<file path="src/rtl/feistel_cipher_engine.sv">
// Iterative 32-bit Feistel cipher: one round per clock, shared hardware for
// encrypt and decrypt (decrypt walks the key schedule backwards).
module feistel_cipher_engine #(
    parameter int unsigned ROUNDS = 8
) (
    input  logic        clk,
    input  logic        rst,
    input  logic        start,
    input  logic        mode,
    input  logic [31:0] key,
    input  logic [31:0] data_in,
    output logic [31:0] data_out,
    output logic        busy,
    output logic        enc_done
);

    // Counter is wide enough to hold ROUNDS so the final increment never wraps.
    localparam int unsigned CW = $clog2(ROUNDS + 1);
    localparam logic [CW-1:0] LAST = CW'(ROUNDS - 1);

    typedef enum logic [1:0] {
        IDLE  = 2'd0,
        ROUND = 2'd1,
        DONE  = 2'd2
    } state_t;

    state_t          state_q;
    logic [CW-1:0]   rnd_q;
    logic [15:0]     l_q;
    logic [15:0]     r_q;
    logic [31:0]     key_q;
    logic            mode_q;
    logic [31:0]     dataOut_q;
    logic            busy_q;
    logic            encDone_q;

    logic [CW-1:0]   keyIdx;
    logic [4:0]      rotAmt;
    logic [15:0]     roundKey;
    logic [15:0]     fOut;
    logic [15:0]     l_d;
    logic [15:0]     r_d;

    // Round key and round function for the round selected by rnd_q.
    always_comb begin
        keyIdx   = mode_q ? (LAST - rnd_q) : rnd_q;
        rotAmt   = 5'({keyIdx, 2'b00});
        roundKey = 16'((key_q << rotAmt) | (key_q >> (6'd32 - 6'(rotAmt))));
        fOut     = ({r_q[12:0], r_q[15:13]} ^ roundKey) + r_q;
        l_d      = r_q;
        r_d      = l_q ^ fOut;
    end

    // Control FSM with registered outputs; owns the L/R halves and counter.
    always_ff @(posedge clk or posedge rst) begin
        if (rst) begin
            state_q   <= IDLE;
            rnd_q     <= '0;
            l_q       <= '0;
            r_q       <= '0;
            key_q     <= '0;
            mode_q    <= 1'b0;
            dataOut_q <= '0;
            busy_q    <= 1'b0;
            encDone_q <= 1'b0;
        end else begin
            case (state_q)
                IDLE: begin
                    if (start) begin
                        l_q     <= data_in[31:16];
                        r_q     <= data_in[15:0];
                        key_q   <= key;
                        mode_q  <= mode;
                        rnd_q   <= '0;
                        busy_q  <= 1'b1;
                        state_q <= ROUND;
                    end
                end
                ROUND: begin
                    l_q   <= l_d;
                    r_q   <= r_d;
                    rnd_q <= rnd_q + 1'b1;
                    if (rnd_q == LAST) begin
                        dataOut_q <= {r_d, l_d};
                        encDone_q <= 1'b1;
                        state_q   <= DONE;
                    end
                end
                DONE: begin
                    encDone_q <= 1'b0;
                    busy_q    <= 1'b0;
                    state_q   <= IDLE;
                end
                default: begin
                    encDone_q <= 1'b0;
                    busy_q    <= 1'b0;
                    state_q   <= IDLE;
                end
            endcase
        end
    end

    assign data_out = dataOut_q;
    assign busy     = busy_q;
    assign enc_done = encDone_q;

endmodule

</file>
<file path="config.mk">
export PLATFORM = sky130hd
export DESIGN_NAME = feistel_cipher_engine
export DESIGN_NICKNAME = d
export VERILOG_FILES = /design/src/rtl/feistel_cipher_engine.sv
export SDC_FILE = /design/constraint.sdc
export NUM_CORES = 1
export LEC_CHECK = 0
export ABC_AREA = 0
export BUFFER_PORTS_ARGS = -buffer_cell sky130_fd_sc_hd__clkbuf_2
export CAP_MARGIN = 15
export CORE_MARGIN = 1
export CORE_UTILIZATION = 50
export CTS_BUF_LIST = sky130_fd_sc_hd__clkbuf_8
export DETAILED_ROUTE_END_ITERATION = 7
export GPL_TIMING_DRIVEN = 0
export PLACE_DENSITY = 0.74
export SETUP_SLACK_MARGIN = 0.5
export SYNTH_ARGS = -nofsm -noshare
export SYNTH_HDL_FRONTEND = slang
export SYNTH_SLANG_ARGS = --single-unit
</file>
<file path="constraint.sdc">
create_clock -name clk -period 8.59 [get_ports clk]
set_input_delay 2.1475 -clock clk [delete_from_list [all_inputs] [get_ports clk]]
set_output_delay 2.1475 -clock clk [all_outputs]
set_load 0.05 [all_outputs]
</file>
==> results of run 1 <==
## stage by stage
step | utilization, % | worst slack, ns | cells
after detailed placement | 58.1 | 3.58 | 1007
after CTS | 59.6 | 3.54 | 1022
final | 59.6 | 3.47 | 1022
after floorplan | - | 3.68 | 737
after global routing | 59.6 | 3.22 | 1022
after global placement | 57.9 | 2.65 | 1006
## cell usage after synthesis, types with 11 or more instances
master / n
nand2_1: 206
o21ai_0: 55
o22ai_1: 11
a221oi_1: 12
xnor2_1: 28
xor2_1: 20
ha_1: 19
dfrtp_1: 105
nor2_1: 37
a22oi_1: 21
a21oi_1: 41
mux2i_1: 23
clkbuf_1: 37
## logic make-up (layout without fill, tap and decap cells)
| kind of cell | count (synthesis) | in the layout |
|---|---|---|
| buffers and inverters | 53 | 170 |
| adders and majority gates | 21 | 21 |
| DFF | 105 | 105 |
| and+or+nand+nor | 289 | 289 |
| muxes | 28 | 28 |
| AOI/OAI and AO/OA | 191 | 191 |
| xor gates and xnor gates | 50 | 50 |
## critical path, cell delays in order (launching register included)
cell and delay [ns]:
dfrtp_1 0.41, buf_4 0.18, xor2_2 0.48, buf_2 0.36, buf_4 0.25, mux2i_1 0.38
mux2i_1 0.14, a222oi_1 0.39, xnor2_1 0.14, ha_1 0.24, fa_1 0.42, a21o_1 0.18
a21oi_1 0.27, o211ai_1 0.20, a41oi_1 0.39, o21ai_0 0.18, xnor2_1 0.26, o21ai_0 0.12
## per-layer routing
layer	vias to the layer above	share of wire (%)	GRT usage, %
li1	2799	-	-
met1	2843	42	37.8
met2	186	51	55.4
met3	29	4.2	5.77
met4	0	2.7	11.8
met5	-	0	0
## state kept, by name, summed over array words and instances, names as in the netlist
signal / flops
data_out: 32
key_q: 32
enc_done: 1
mode_q: 1
busy: 1
l_d: 16
l_q: 16
state_q: 2
rnd_q: 4
## layout make-up
cell class,instances,area (sq um)
plain buffers,45,179
clock buffers,9,124
fillers,1158,4920
repair buffers,102,533
clock inverters,6,52.6
multi-input cells,579,3490
well taps,168,210
flip-flops and latches,105,2630
inverters,8,32.5
## final timing paths
check                                  start  cells past startpoint      endpoint  slack [ns]
worst min-delay path            data_out[12]                      2  data_out[12]        0.48
worst max-delay path                rnd_q[0]                     17       l_d[14]        3.47
worst max register to register      rnd_q[0]                     17       l_d[14]        3.47
min in group asynchronous                rst                      2  data_out[28]        1.75
worst min register to register  data_out[12]                      2  data_out[12]        0.48
max in group asynchronous                rst                      3      key_q[1]        6.12
==> flow_summary.ini, run 1 <==
[floorplanning]
start_util_pct = 52.0
core-area_sq_um = 12200
die_h_microns = 114
die_area_sq_um = 13100
ios = 102
placementRows = 40
die_w_microns = 114

[synth]
syn-cell-area_sq_um = 6320
syn_inst = 737
synth_edf_count = 0
synth_compound_area_share_pct = 19.4
synth_xor_area_share_pct = 7.26
synth_top_family_by_area = compound AO/OA/AOI/OAI gates
yosysWarningCount = 0
ys_ff_latch = 105
synthDistinctLibCells = 56
syn_nets = 825
yosys.area.top_type = dfrtp_1
yosys.area_share.adder_pct = 4.24
synth.mux.area_fraction_pct = 5.30
yosysSeqAreaShare_pct = 41.6
synthSimpleGateAreaFrac_pct = 18.9
synth_async_sr_flop_share_pct = 100
yosys-top-cells-area = dfrtp_1 42%, nand2_1 12%, o21ai_0 4.4%, xnor2_1 3.9%, ha_1 3.8%
synth-main-ff-cell = dfrtp_1
netlist.area_leader.share_pct = 41.6
synth_area_per_cell_sq_um = 8.58

[final_layout]
fin_nets = 938
final_cell_mix = 206 x nand2_1, 105 x dfrtp_1, 101 x clkbuf_2, 55 x o21ai_0, 41 x a21oi_1
drive_above_1_share_pct = 15.3
mostFrequentLayoutCell = nand2_1
antenna_cells = 0
syn_to_final_growth_pct = 14.6
post-route-cell-area_sq_um = 7240

[flow_run]
max_cap_viol_count = 0

[critical_path]
required_ns = 8.86
crit_path_end_kind = register
worst-setup-path-type = reg2reg
arrival_ns = 5.39
cp-start-kind = register
crit_path_max_fanout = 10

[route]
wl_per_cell_microns = 19.3
viasPerCell = 5.73
first_pass_iters = 6
drc = 0
ant_nets = 0
vias = 5857
drt_iter0_markers = 486
routed_wl_microns = 19700

[clock_network]
cts_tree = yes
clk_path_buf_depth = 2
clockRootBuffer = clkbuf_8
hold_buffers = 0
post-cts-setup-buffers = 0
cts_made_buffers = 9
clkSlewWorstSetupHoldPaths_ns = 0.11
h-tree-depth = 3
cts_resized = 0
clock-sinks = 105
clk_latency_ns = 0.39

[place]
port-buffer-count = 101
dp_hpwl_microns = 15200
place.gp.congestion = 0.913
place_area_sq_um = 7070

[hold_path]
hp-class = reg2reg

[sta]
slew_headroom_pct = 45.4
worst_pin_slew_ns = 0.817
post-route-min-period_ns = 5.12
hold_viol = 0
fin_worst_skew_ns = 0.0156
fin_crit_sh_pct = 59.6
final_max_slew_viol_count = 0
fmax_mhz = 195
setup_viol = 0
grt_setup_unrepaired = false
holdWs_ns = 0.484
setup_tns_ns = 0

[global_routing]
grt_max_degree = 71
grt_pass1_vias = 5804
track_usage_pct = 31.3
antenna_found_initial = 0
grt_pass1_wl_microns = 30700
grt_overflow = 0

[outcome]
outcome = complete, no violations
Power of run 1 is not shown: default switching activity piles up to over one toggle a cycle in this logic, so the estimate is an artifact.
==> inputs of run 2 (changes only) <==
--- a/config.mk
+++ b/config.mk
@@ -13,7 +13,7 @@
 export CTS_BUF_LIST = sky130_fd_sc_hd__clkbuf_8
 export DETAILED_ROUTE_END_ITERATION = 7
 export GPL_TIMING_DRIVEN = 0
-export PLACE_DENSITY = 0.74
+export PLACE_DENSITY = 0.77
 export SETUP_SLACK_MARGIN = 0.5
 export SYNTH_ARGS = -nofsm -noshare
 export SYNTH_HDL_FRONTEND = slang
==> constraint.sdc (replaced) <==
create_clock -name clk -period 4.35 [get_ports clk]
set_input_delay 1.0875 -clock clk [delete_from_list [all_inputs] [get_ports clk]]
set_output_delay 1.0875 -clock clk [all_outputs]
set_load 0.05 [all_outputs]
==> run 2 against run 1 <==
Effect of this change: final cell count rose by 2.1%; clock skew is 0.0032 ns higher; worst hold slack gained 0.00097 ns; sequential cell count stayed put; routed wire length fell by 5.3%; fmax increased by 33%; critical path depth unchanged; sequential share of layout area shrank 2.5 points; non-clock buffer count up 20; register-to-register slack worse by 3.0 ns; clock-buffer cell count increased by 1; first-iteration DRC count is 5.8% lower; critical path type unchanged.
==> flow_summary.ini, run 2 (synthesis gave the netlist of run 1 again) <==
[critical_path]
worstReg2RegEnd = data_out[28]
crit_path_end_kind = register
crit_start = rnd_q[0]
rr_worst_depth = 17
required_ns = 4.63
arrival_ns = 4.13
endpoint = data_out[28]
worst-setup-path-type = reg2reg
crit_path_max_fanout = 10
regToRegStartpoint = rnd_q[0]
setup.reg_to_reg.worst_slack_ns = 0.50
cp-start-kind = register

[route]
drt_iter0_markers = 458
first_pass_iters = 6
vias = 5994
ant_nets = 0
drc = 0
viasPerCell = 5.75
wl_per_cell_microns = 17.9
routed_wl_microns = 18700

[final_layout]
drive_above_1_share_pct = 23.3
antenna_cells = 0
post-route-cell-area_sq_um = 7780
final_cell_mix = 206 x nand2_1, 103 x dfrtp_1, 102 x clkbuf_2, 44 x o21ai_0, 38 x a21oi_1
multiInputGateArea_sq_um = 3740
mostFrequentLayoutCell = nand2_1
fin_nets = 958
layout.cells.non_filler = 1043
syn_to_final_growth_pct = 23.0
regArea_sq_um = 2630
fill_cells = 1048

[hold_path]
hp-class = reg2reg
min-delay-start = data_out[9]

[clock_network]
cts_tree = yes
cts_made_buffers = 9
h-tree-depth = 3
clkSlewWorstSetupHoldPaths_ns = 0.10
clk_latency_ns = 0.41
clock-sinks = 105
clk_path_buf_depth = 2
clockRootBuffer = clkbuf_8

[floorplanning]
placementRows = 40
start_util_pct = 52.0
ios = 102
core-area_sq_um = 12200
die_h_microns = 114
die_area_sq_um = 13100
die_w_microns = 114

[global_routing]
antenna_found_initial = 0
grt_pass1_vias = 5670
grt_max_degree = 58
track_usage_pct = 30.0
grt_pass1_wl_microns = 29600
grt_overflow = 0

[sta]
grt_setup_unrepaired = true
final_max_slew_viol_count = 0
fin_worst_skew_ns = 0.0188
slew_headroom_pct = 45.4
setup_viol = 0
worst_pin_slew_ns = 0.816
fin_crit_sh_pct = 88.4
setup_tns_ns = 0
post-route-min-period_ns = 3.85
holdWs_ns = 0.485
fmax_mhz = 260
hold_viol = 0

[place]
place_inst = 1007
dp_hpwl_microns = 13600
port-buffer-count = 101
place_area_sq_um = 7090
place.gp.congestion = 0.965

[outcome]
outcome = complete, no violations

[flow_run]
max_cap_viol_count = 0
run 2: worst min path at each step:
stage,end,slack (ns),depth (start not counted)
global route,data_out[10],0.51,2
floorplan,rnd_q[3],0.46,1
finish,data_out[9],0.48,2
detailed placement,data_out[10],0.46,2
CTS,data_out[10],0.49,2
global placement,data_out[10],0.46,2
run 2: cell type report:
class / count / area share, %
well taps: 168 / 2.70
inverters: 8 / 0.418
clock buffers: 10 / 1.77
multi-input cells: 579 / 48.0
repair buffers: 122 / 9.09
flip-flops and latches: 105 / 33.8
plain buffers: 45 / 3.44
clock inverters: 6 / 0.724
run 2: per-layer routing:
metal / part of all wire, % / wire, microns / track usage, % / vias to the layer above
li1: - / - / - / 2843
met3: 6.8 / 1260 / 5.72 / 59
met5: 0 / 0 / 0 / -
met4: 4.1 / 756 / 15.8 / 0
met1: 42 / 7800 / 38.7 / 2815
met2: 47 / 8840 / 48.1 / 277
run 2: repair_timing:
item	4_1_cts	5_1_grt
endpoints found under the setup margin	24	19
pin swaps	15	23
gates resized for setup	52	49
hold buffers	0	0
buffers inserted	10	10
run 2: worst max-delay path: stages, from the launching register on:
cell and delay [ns]:
dfrtp_1 0.41, buf_6 0.15, xor2_4 0.18, buf_6 0.14
buf_8 0.15, mux2i_2 0.25, mux2i_1 0.12, a222oi_1 0.44
xnor2_1 0.16, ha_2 0.21, fa_2 0.35, a21o_1 0.18
a21oi_2 0.16, o211ai_1 0.16, a41oi_1 0.21, nor3_1 0.10
xnor2_1 0.28, o21ai_1 0.10
run 2: stage by stage:
| stage | util [%] | setup WS (ns) |
|---|---|---|
| final | 64.0 | 0.504 |
| after global placement | 58.0 | -0.648 |
| after global routing | 64.0 | 0.345 |
| after CTS | 61.8 | 0.506 |
| after floorplan | - | 0.498 |
| after detailed placement | 58.3 | -0.440 |
Power of run 2 is left out for the same reason.
==> inputs of run 3 (changes only) <==
--- a/config.mk
+++ b/config.mk
@@ -10,7 +10,7 @@
 export CAP_MARGIN = 15
 export CORE_MARGIN = 1
 export CORE_UTILIZATION = 50
-export CTS_BUF_LIST = sky130_fd_sc_hd__clkbuf_8
+export CTS_CLUSTER_DIAMETER = 60
 export DETAILED_ROUTE_END_ITERATION = 7
 export GPL_TIMING_DRIVEN = 0
 export PLACE_DENSITY = 0.77
==> run 3 against run 2 <==
Effect of this change: final cell count grew 0.48%; via count rose by 0.45%; worst setup slack better by 0.030 ns; critical path type unchanged; die area is the same; utilization grew 1.8 points; register-to-register slack better by 0.03 ns.
==> flow_summary.ini, run 3 (synthesis gave the netlist of run 1 again) <==
[sta]
fin_crit_sh_pct = 87.7
setup_viol = 0
worst_pin_slew_ns = 0.833
post-route-min-period_ns = 3.82
fmax_mhz = 262
grt_setup_unrepaired = true
hold_viol = 0
fin_worst_skew_ns = 0.0118
slew_headroom_pct = 44.3
setup_tns_ns = 0
final_max_slew_viol_count = 0
timing.final.ws_setup_ns = 0.535

[global_routing]
grt_pass1_wl_microns = 29600
grt_max_degree = 58
grt_overflow = 0
grt_pass1_vias = 5713
antenna_found_initial = 0
track_usage_pct = 29.9

[place]
port-buffer-count = 101
dp_slack_ns = -0.440
place.gp.congestion = 0.965
dp_hpwl_microns = 13600

[floorplanning]
die_h_microns = 114
die_area_sq_um = 13100
placementRows = 40
ios = 102
start_util_pct = 52.0
core-area_sq_um = 12200
die_w_microns = 114

[critical_path]
arrival_ns = 4.10
required_ns = 4.63
crit_path_max_fanout = 6
crit_path_end_kind = register
crit_buf_inv = 3
critical-path-top-delay-family = compound AO/OA/AOI/OAI gates
worst-setup-path-type = reg2reg
cp-start-kind = register
cp_slowest_cell = dfrtp_1
critPathMaxStageDelay_ns = 0.39
path_cells = buf_6, xor2_4, buf_6, buf_8, mux2i_1, mux2i_1, o22ai_1, o21ai_0, xor2_1, ha_2, nand4_1, nor2b_2, a2111oi_4, o21ai_2, a221oi_2, xnor3_1, o21ai_1

[hold_path]
hp-class = reg2reg

[route]
drc = 0
viasPerCell = 5.75
drt_iter0_markers = 514
ant_nets = 0
wl_per_cell_microns = 18.0
routed_wl_microns = 18900
first_pass_iters = 5
vias = 6021

[clock_network]
h-tree-depth = 3
clk_path_buf_depth = 2
clkSlewWorstSetupHoldPaths_ns = 0.07
cts_made_buffers = 9
clockRootBuffer = clkbuf_16
clock-sinks = 105
cts_tree = yes
clk_latency_ns = 0.36
hold_buffers = 0

[final_layout]
drive_above_1_share_pct = 24.2
fin_nets = 963
mostFrequentLayoutCell = nand2_1
antenna_cells = 0
final_cell_mix = 206 x nand2_1, 103 x dfrtp_1, 102 x clkbuf_2, 44 x o21ai_0, 38 x a21oi_1
syn_to_final_growth_pct = 26.4

[flow_run]
max_cap_viol_count = 0

[outcome]
outcome = complete, no violations
## run 3: cell count changes in the layout (fill, tap and decap cells not counted), sizes merged
cell and change:
clkbuf -2, buf +7
## run 3: metal layers
layer / track usage (%) / vias up / routed length (microns)
li1: - / 2855 / -
met2: 48.0 / 286 / 8910
met1: 38.3 / 2826 / 7810
met5: 0 / - / 0
met4: 15.1 / 0 / 776
met3: 6.41 / 54 / 1400
## run 3: path summary, 6_finish.rpt
path / startpoint / end / slack (ns) / depth (start not counted)
max: rnd_q[0] / l_d[15] / 0.53 / 17
min: data_out[14] / data_out[14] / 0.48 / 2
max reg2reg: rnd_q[0] / l_d[15] / 0.53 / 17
min reg2reg: data_out[14] / data_out[14] / 0.48 / 2
max in group asynchronous: rst / key_q[10] / 2.85 / 3
min in group asynchronous: rst / data_out[28] / 0.79 / 2
## run 3: area by class of cell
class                      count  area, sq um
buffer                        45          265
fill                        1031         4170
inverter                       8         32.5
tap                          168          210
sequential                   105         2630
timing repair buffer         127          774
multi-input combinational    579         3790
clock inverter                 6         56.3
clock buffer                  10          239
## run 3: tightest hold or removal path, delay by kind of cell (launching register included)
kind | cells | cell delay (ns)
flops | 1 | 0.34
simple gates | 2 | 0.10
## run 3: what timing repair did
item                       in CTS  in global routing
setup endpoints to repair      24                 19
gates cloned                    0                  1
buffers inserted               11                 13
pin swaps                      15                 25
resized for setup              52                 56
## run 3: stage by stage
step	cell area, sq um	util, %	cells	hold slack (ns)
floorplan	6340	-	737	0.458
global placement	7060	58.0	1006	0.460
detailed placement	7090	58.3	1007	0.463
CTS	7630	62.7	1034	0.481
global route	7990	65.7	1048	0.505
finish	7990	65.7	1048	0.477
Power of run 3 is left out for the same reason.
